===== src/rtl/mem_access_pkg.sv =====
// rtl/mem_access_pkg.sv - RV32I pipeline buffer types and MEM-stage encodings
package mem_access_pkg;

    typedef enum logic [2:0] {
        LB  = 3'b000,
        LH  = 3'b001,
        LW  = 3'b010,
        LBU = 3'b100,
        LHU = 3'b101
    } load_funct3_t;

    typedef enum logic [2:0] {
        SB = 3'b000,
        SH = 3'b001,
        SW = 3'b010
    } store_funct3_t;

    typedef enum logic [1:0] {
        IDLE,
        BUSY,
        DONE
    } mem_fsm_t;

    typedef struct packed {
        logic       reg_write;
        logic       mem_read;
        logic       mem_write;
        logic [1:0] wb_sel;
        logic [2:0] funct3;
    } ctrl_word_t;

    typedef struct packed {
        ctrl_word_t  ctrl_wd;
        logic [31:0] alu_out;
        logic [31:0] mar;
        logic [31:0] mem_data_out;
        logic        cmp_out;
        logic [31:0] u_imm;
        logic [4:0]  rd;
    } EX_MEM_stage_t;

    typedef struct packed {
        ctrl_word_t  ctrl_wd;
        logic [31:0] alu_out;
        logic [31:0] u_imm;
        logic [4:0]  rd;
        logic        cmp_out;
        logic [31:0] mdr;
        logic        valid;
    } MEM_WB_stage_t;

endpackage


===== src/rtl/mem_access_if.sv =====
// rtl/mem_access_if.sv - data-memory request/response bus
interface mem_access_if #(
    parameter int DATA_W = 32,
    parameter int MASK_W = DATA_W / 8
);
    logic              read;
    logic              write;
    logic [DATA_W-1:0] address;
    logic [DATA_W-1:0] wdata;
    logic [MASK_W-1:0] wmask;
    logic [DATA_W-1:0] rdata;
    logic              resp;

    modport master (output read, write, address, wdata, wmask, input rdata, resp);
    modport slave  (input read, write, address, wdata, wmask, output rdata, resp);
endinterface


===== src/rtl/mem_access_load_extend.sv =====
// rtl/mem_access_load_extend.sv - byte-lane alignment and sign/zero extension of load data
module load_extend
    import mem_access_pkg::*;
#(
    parameter int DATA_W = 32
) (
    input  logic [DATA_W-1:0] rdata,
    input  logic [1:0]        offset,
    input  logic [2:0]        funct3,
    output logic [DATA_W-1:0] mdr
);
    // Only the low half-word survives the shift; misaligned halves zero-fill above the last byte.
    logic [15:0] low;

    assign low = 16'(rdata >> {offset, 3'b000});

    always_comb begin
        mdr = rdata;
        case (load_funct3_t'(funct3))
            LB:      mdr = {{(DATA_W-8){low[7]}}, low[7:0]};
            LBU:     mdr = {{(DATA_W-8){1'b0}}, low[7:0]};
            LH:      mdr = {{(DATA_W-16){low[15]}}, low};
            LHU:     mdr = {{(DATA_W-16){1'b0}}, low};
            default: mdr = rdata;
        endcase
    end
endmodule


===== src/rtl/mem_access.sv =====
// rtl/mem_access.sv - MEM stage: data-memory handshake, stall generation, MEM/WB payload
module mem_access
    import mem_access_pkg::*;
#(
    parameter int DATA_W = 32,
    parameter int MASK_W = 4
) (
    input  logic          clk,
    input  logic          rst,
    input  EX_MEM_stage_t ex_mem_in,
    input  logic          ex_mem_valid,
    input  logic          pipe_advance,
    output MEM_WB_stage_t mem_wb_out,
    output logic          mem_stall,
    mem_access_if.master  dmem
);
    mem_fsm_t          state, state_next;
    logic [DATA_W-1:0] rdata_hold;
    logic [DATA_W-1:0] load_src;
    logic [DATA_W-1:0] mdr;
    logic [MASK_W-1:0] store_mask;
    logic              mem_op;
    logic              req_active;

    assign mem_op     = ex_mem_valid & (ex_mem_in.ctrl_wd.mem_read | ex_mem_in.ctrl_wd.mem_write);
    assign req_active = rst & mem_op & (state != DONE);

    always_ff @(posedge clk) begin
        if (!rst) begin
            state      <= IDLE;
            rdata_hold <= '0;
        end else begin
            state <= state_next;
            if (dmem.resp) begin
                rdata_hold <= dmem.rdata;
            end
        end
    end

    always_comb begin
        state_next = state;
        case (state)
            IDLE: begin
                if (mem_op) begin
                    if (dmem.resp) begin
                        state_next = pipe_advance ? IDLE : DONE;
                    end else begin
                        state_next = BUSY;
                    end
                end
            end
            BUSY: begin
                // A flushed instruction abandons its request rather than waiting forever.
                if (!mem_op) begin
                    state_next = IDLE;
                end else if (dmem.resp) begin
                    state_next = pipe_advance ? IDLE : DONE;
                end
            end
            DONE: begin
                if (pipe_advance) begin
                    state_next = IDLE;
                end
            end
            default: state_next = IDLE;
        endcase
    end

    always_comb begin
        store_mask = '1;
        if (ex_mem_in.ctrl_wd.mem_write) begin
            case (store_funct3_t'(ex_mem_in.ctrl_wd.funct3))
                SB:      store_mask = MASK_W'(1) << ex_mem_in.mar[1:0];
                SH:      store_mask = MASK_W'(3) << ex_mem_in.mar[1:0];
                default: store_mask = '1;
            endcase
        end
    end

    assign dmem.read    = req_active & ex_mem_in.ctrl_wd.mem_read;
    assign dmem.write   = req_active & ex_mem_in.ctrl_wd.mem_write;
    assign dmem.address = {ex_mem_in.mar[DATA_W-1:2], 2'b00};
    assign dmem.wdata   = ex_mem_in.mem_data_out;
    assign dmem.wmask   = store_mask;

    // Kept free of pipe_advance: the hazard unit derives pipe_advance from this stall.
    assign mem_stall = req_active & ~dmem.resp;

    assign load_src = dmem.resp ? dmem.rdata : rdata_hold;

    load_extend #(.DATA_W(DATA_W)) u_load_extend (
        .rdata  (load_src),
        .offset (ex_mem_in.mar[1:0]),
        .funct3 (ex_mem_in.ctrl_wd.funct3),
        .mdr    (mdr)
    );

    always_comb begin
        mem_wb_out.ctrl_wd = ex_mem_in.ctrl_wd;
        mem_wb_out.alu_out = ex_mem_in.alu_out;
        mem_wb_out.u_imm   = ex_mem_in.u_imm;
        mem_wb_out.rd      = ex_mem_in.rd;
        mem_wb_out.cmp_out = ex_mem_in.cmp_out;
        mem_wb_out.mdr     = mdr;
        mem_wb_out.valid   = ex_mem_valid & ~mem_stall;
    end
endmodule

===== src/flat_wrapper.sv =====
// flat-port wrapper written by rule: the top's interface ports become plain ports
module mem_access_flat import mem_access_pkg::*;
#(
    parameter int DATA_W = 32,
    parameter int MASK_W = 4
)
  (clk, rst, ex_mem_in, ex_mem_valid, pipe_advance, mem_wb_out, mem_stall, dmem_read, dmem_write, dmem_address, dmem_wdata, dmem_wmask, dmem_rdata, dmem_resp);
  mem_access_if #(.DATA_W(DATA_W), .MASK_W(MASK_W)) dmem_i ();
  input  logic clk;
  input  logic rst;
  input  EX_MEM_stage_t ex_mem_in;
  input  logic ex_mem_valid;
  input  logic pipe_advance;
  output MEM_WB_stage_t mem_wb_out;
  output logic mem_stall;
  output wire logic [$bits(dmem_i.read)-1:0] dmem_read;
  output wire logic [$bits(dmem_i.write)-1:0] dmem_write;
  output wire logic [$bits(dmem_i.address)-1:0] dmem_address;
  output wire logic [$bits(dmem_i.wdata)-1:0] dmem_wdata;
  output wire logic [$bits(dmem_i.wmask)-1:0] dmem_wmask;
  input wire logic [$bits(dmem_i.rdata)-1:0] dmem_rdata;
  input wire logic [$bits(dmem_i.resp)-1:0] dmem_resp;
  assign dmem_read = dmem_i.read;
  assign dmem_write = dmem_i.write;
  assign dmem_address = dmem_i.address;
  assign dmem_wdata = dmem_i.wdata;
  assign dmem_wmask = dmem_i.wmask;
  assign dmem_i.rdata = dmem_rdata;
  assign dmem_i.resp = dmem_resp;
  mem_access #(.DATA_W(DATA_W), .MASK_W(MASK_W)) u_core (.clk(clk), .rst(rst), .ex_mem_in(ex_mem_in), .ex_mem_valid(ex_mem_valid), .pipe_advance(pipe_advance), .mem_wb_out(mem_wb_out), .mem_stall(mem_stall), .dmem(dmem_i));
endmodule

===== config.mk =====
export PLATFORM = sky130hd
export DESIGN_NAME = mem_access_flat
export DESIGN_NICKNAME = d
export VERILOG_FILES = /design/src/rtl/mem_access_pkg.sv /design/src/rtl/mem_access_if.sv /design/src/rtl/mem_access_load_extend.sv /design/src/rtl/mem_access.sv /design/src/flat_wrapper.sv
export SDC_FILE = /design/constraint.sdc
export NUM_CORES = 1
export LEC_CHECK = 0
export BUFFER_PORTS_ARGS = -buffer_cell sky130_fd_sc_hd__buf_4
export CAP_MARGIN = 10
export CELL_PAD_IN_SITES_DETAIL_PLACEMENT = 1
export CELL_PAD_IN_SITES_GLOBAL_PLACEMENT = 1
export CORE_AREA = 3 3 138 140
export DETAILED_ROUTE_END_ITERATION = 7
export DIE_AREA = 0 0 141 143
export PLACE_DENSITY_LB_ADDON = 0.1
export SYNTH_ARGS = -nofsm -noshare
export SYNTH_HDL_FRONTEND = slang
export SYNTH_HIERARCHICAL = 1
export SYNTH_SLANG_ARGS = --single-unit

===== constraint.sdc =====
create_clock -name clk -period 2.45 [get_ports clk]
set_clock_uncertainty 0.15 [all_clocks]
set_input_delay 0.49 -clock clk [delete_from_list [all_inputs] [get_ports clk]]
set_output_delay 0.49 -clock clk [all_outputs]
set_load 0.01 [all_outputs]

After elaboration in Yosys (flattened, before gate mapping):

Cells that the tools add are included.

* eq/ne operators: 9
* shifts and indexed selects: 3
* multiplexer cells: 11
* bitwise gates (word level): 10
* reduce and logical (&&, ||, !) cells: 3

Operators by type and width (number)
* 32-bit one-hot mux with 4 select lines: 1
* 32-bit 2-to-1 mux: 1
* 32-bit by 5-bit right shift with 16-bit output: 1
* 2-bit 2-to-1 mux: 6
* 4-bit one-hot mux with 2 select lines: 1
* 1-bit AND: 7
* 3-bit == test (second input constant): 2
* 2-bit one-hot mux with 3 select lines: 1
* 4-bit 2-to-1 mux: 1
* 2-bit != test (second input constant): 2
* 1-bit by 2-bit left shift with 4-bit output (first input constant): 1
* 2-bit by 2-bit left shift with 4-bit output (first input constant): 1
* 3-bit by 1-bit == test with 1-bit output (second input constant): 1
* 3-bit zero test: 1
* 3-bit != test (second input constant): 1
* 3-bit AND reduction: 1
* 2-bit by 1-bit == test with 1-bit output (second input constant): 1
* 2-bit == test (second input constant): 1
* 2-bit zero test: 1
* 2-bit by 1-bit != test with 1-bit output (second input constant): 1
* 1-bit NOT: 2
* 1-bit OR: 1

* flip-flop bits (word level): 34
* input port bits: 179
* output and inout port bits: 182
* logic and storage cells: 38

Longest topological paths before layout:

* depth after elaboration: 7
* gate-level depth with buffers: 7
* depth with buffers taken out: 4

Hierarchy:

Netlist, hierarchy kept.

Modules (own cells, without submodules)
* mem_access: times used 1, cells each 269, area each 2621.3 um^2, sequential area each 680.7 um^2
* load_extend: times used 1, cells each 111, area each 715.7 um^2, sequential area each 0.0 um^2

Worst setup path before layout:

Ideal clock, no wire load.

* kind: input-to-output
* start point: input port dmem_resp
* end point: output port mem_wb_out[21] (netlist bit)
* arrival time: 2092 ps
* required time: 1810 ps
* setup slack: -282 ps
* stages on the path: 7
* path buffers: 3
* cells stage by stage: buf_6 > buf_12 > mux2_4 > mux4_2 > o211ai_4 > buf_6 > o21ai_0

RTL lines
* start, declared: RTL line flat_wrapper.sv:22 `input wire logic [$bits(dmem_i.resp)-1:0] dmem_resp;`
* end, declared: RTL line flat_wrapper.sv:14 `output MEM_WB_stage_t mem_wb_out;`

==> impl_results.md <==
* Main synth FF type: dfxtp_1
* Clk pin slew, worst setup/hold paths at 0.05 ns
* Outcome: finished, violations left
* Setup crit start kind: input port
* Avg Cell Area, Syn at 8.78 µm²
* Post-Syn Instances at 380
* Clock root buffer: clkbuf_16
* Setup-failing EPs final at 32
* Vias per cell at 4.03
* Initial Utilization at 0.186
* Fin nets at 569
* R2R cell count at 3
* Ys Warns at 6
* Fin. Hold Viols at 0
* RR Endpoint: u_core/rdata_hold[29]
* Crit end category: primary output
* Clock network fraction of total power at 0.312
* Failing checks: negative setup slack
* Worst-path fanout max at 6
* Crit path time final at 2.84 ns
* Area occupied by multi-input gates at 0.00169 mm²
* RSZ-0062 raised after global routing: yes
* Flop pwr share at 0.302
* Critical path destination: mem_wb_out[19]
* ANT nets after route at 0
* Vias in the first global route at 2599
* Port Buf Inserts at 88
* CTS tree: built
* DIE AREA at 0.0202 mm²
* Clk sink count at 34
* Area growth, synth to finish at 25.0%
* GPL Wtd Cong at 0.700
* Grt ovf at 0
* Data required, critical path at 1.81 ns
* Tot GR Track Use at 0.115
* DR WL/cell at 19.9 µm
* Core area at 0.0180 mm²
* Pre-antenna DRT Iters at 3
* Hold Buf Count CTS at 0
* CP dominant cell by count: buf_12
* Setup slack at placement at -0.460 ns
* Register area share after synthesis at 0.204
* Power Density at 472 mW/mm²
* Later-pin clock latency in the skew report at 0.28 ns
* Initial antenna violation count at 0
* Most common cell after layout, fill and taps aside: buf_4
* Leakage dissipation at 1.89 nW
* Share of layout cells above drive strength 1 at 0.633
* Final WS setup at -0.394 ns
* Tcrit/Tclk final at 1.16
* DRC violations left at 0
* Synthesized cell area at 0.00334 mm²
* Final wirelength at 12300 µm
* Setup_tns at -9.08 ns
* Fill count at 2093
* Crit-path max cell delay at 0.56 ns
* CP Data Arrival Time at 2.20 ns
* # IOs at 361
* First-pass GRT wire length at 17200 µm
* Reg-to-reg slack, setup at 1.29 ns
* Seq. cell area at 681 µm²
* Clock Tree Buf Depth at 2
* Cell Int Power at 1.37 mW
* Sw power at 0.595 mW
* Hold crit path type: flop to flop
* Row count at 49
* Vias at 2493
* Pins Over Slew Limit at 0
* Placed cell count at 587
* Die Y at 143 µm
* Number of synthesized flops with an enable pin at 0
* Max VDD drop at 0.000257 V
* Post-Layout Cell Count at 619
* #FFs+latches synth at 34
* Hold Slack at 0.312 ns
* N_diodes at 0
* Max_cap viols at 0
* H-tree Lvls at 2
* Sw Ratio at 0.302
* Post-synth cell types at 41
* DRT iter0 DRCs at 51
* Crit-path cells: buf_12 -> mux2_4 -> mux4_2 -> o211ai_4 -> buf_12 -> buf_12 -> o21ai_1 -> buf_4
* DP HPWL at 9630 µm
* Combinational group share of total power at 0.387
* CP max-delay cell: mux4_2
* Critical Path Start: dmem_resp
* Largest net degree at the start of global routing at 33
* RR Startpoint: u_core/rdata_hold[29]
* CP Class: input port to primary output
* Asr flop ratio synth at 0
* Fmax at 0.352 GHz
* Num CTS Buffers at 5
* Most frequent cells in the layout: 136 x buf_4, 35 x nand2_1, 34 x dfxtp_1
* Die X at 141 µm
* Total power at 1.97 mW
## kinds of logic (layout without fill, tap and decap cells)
kind of cell	after synthesis	in the layout	synth area share
multiplexers	43	43	0.176
AND/OR/NAND/NOR	84	84	0.134
buffers and inverters	163	172	0.367
AO/OA/AOI/OAI	55	55	0.118
flip-flops	34	34	0.204
other	1	2	0.00112
## power groups by stage
stage / logic [mW] / clock network [mW] / registers, mW
4_1_cts: 0.679 / 0.641 / 0.594
6_report: 0.761 / 0.613 / 0.594
5_1_grt: 0.823 / 0.671 / 0.597
3_5_place_dp: 0.631 / 0 / 0.606
3_3_place_gp: 0.630 / 0 / 0.605
2_1_floorplan: 0.539 / 0 / 0.603
## worst max-delay path, delay by kind of cell
family | cells | cell delay, ns
buffers and inverters | 4 | 0.51
AOI/OAI and AO/OA | 2 | 0.33
muxes | 2 | 0.87
## worst min path at each step
stage                     cells after the start            start  slack (ns)              end
after global placement                        1  u_core/state[1]        0.31  u_core/state[0]
final                                         1  u_core/state[1]        0.31  u_core/state[0]
after global routing                          3     pipe_advance        0.34  u_core/state[1]
after CTS                                     1  u_core/state[1]        0.32  u_core/state[0]
after floorplan                               1  u_core/state[1]        0.28  u_core/state[0]
after detailed placement                      1  u_core/state[1]        0.32  u_core/state[0]
## cells in the mapped netlist (2+ instances only)
| library cell | instances | area share |
|---|---|---|
| a221oi_1 | 4 | 0.010 |
| a22o_1 | 2 | 0.0053 |
| a22oi_1 | 4 | 0.0090 |
| a2bb2oi_1 | 2 | 0.0053 |
| and2_1 | 29 | 0.054 |
| and2_4 | 3 | 0.0079 |
| buf_12 | 2 | 0.012 |
| buf_4 | 142 | 0.32 |
| buf_6 | 6 | 0.020 |
| clkbuf_1 | 7 | 0.0079 |
| dfxtp_1 | 34 | 0.20 |
| inv_1 | 4 | 0.0045 |
| mux2_2 | 11 | 0.037 |
| mux2_4 | 26 | 0.12 |
| mux2i_1 | 5 | 0.015 |
| nand2_1 | 36 | 0.040 |
| nand2b_1 | 2 | 0.0037 |
| nand3b_1 | 2 | 0.0045 |
| nor2_1 | 2 | 0.0023 |
| nor2b_1 | 3 | 0.0056 |
| nor3_1 | 2 | 0.0030 |
| nor3b_1 | 3 | 0.0067 |
| o211ai_1 | 2 | 0.0045 |
| o21ai_0 | 21 | 0.031 |
| o21ai_1 | 3 | 0.0045 |
| o31ai_1 | 8 | 0.018 |
## state kept, by name, indices dropped and copies added, names as in the netlist
register / flops
u_core/state: 2
u_core/rdata_hold: 32
## layer usage
metal  vias up  track usage  wire length, µm
met1      1181        0.144             5320
met2       110        0.181             5720
met5         -            0                0
met4         0       0.0551              479
li1       1147            -                -
met3        55       0.0325              808
## stage by stage
step | area [µm²] | utilization
final | 4170 | 0.232
after global routing | 4170 | 0.232
after CTS | 3780 | 0.210
after detailed placement | 3480 | 0.193
after global placement | 3480 | 0.193
after floorplan | 3360 | -
## cell type report
class | instances | area share
Clock buffer | 7 | 0.0318
Inverter | 4 | 0.00360
Multi-Input combinational cell | 184 | 0.406
Sequential cell | 34 | 0.163
Tap cell | 229 | 0.0687
Timing Repair Buffer | 161 | 0.327
## timing repair
item,in CTS,in global routing
buffers inserted,4,22
resized for setup,24,65
cloned,1,0
setup endpoints to repair,32,32
pin swaps,4,8
(Power assumes the default switching activity.)
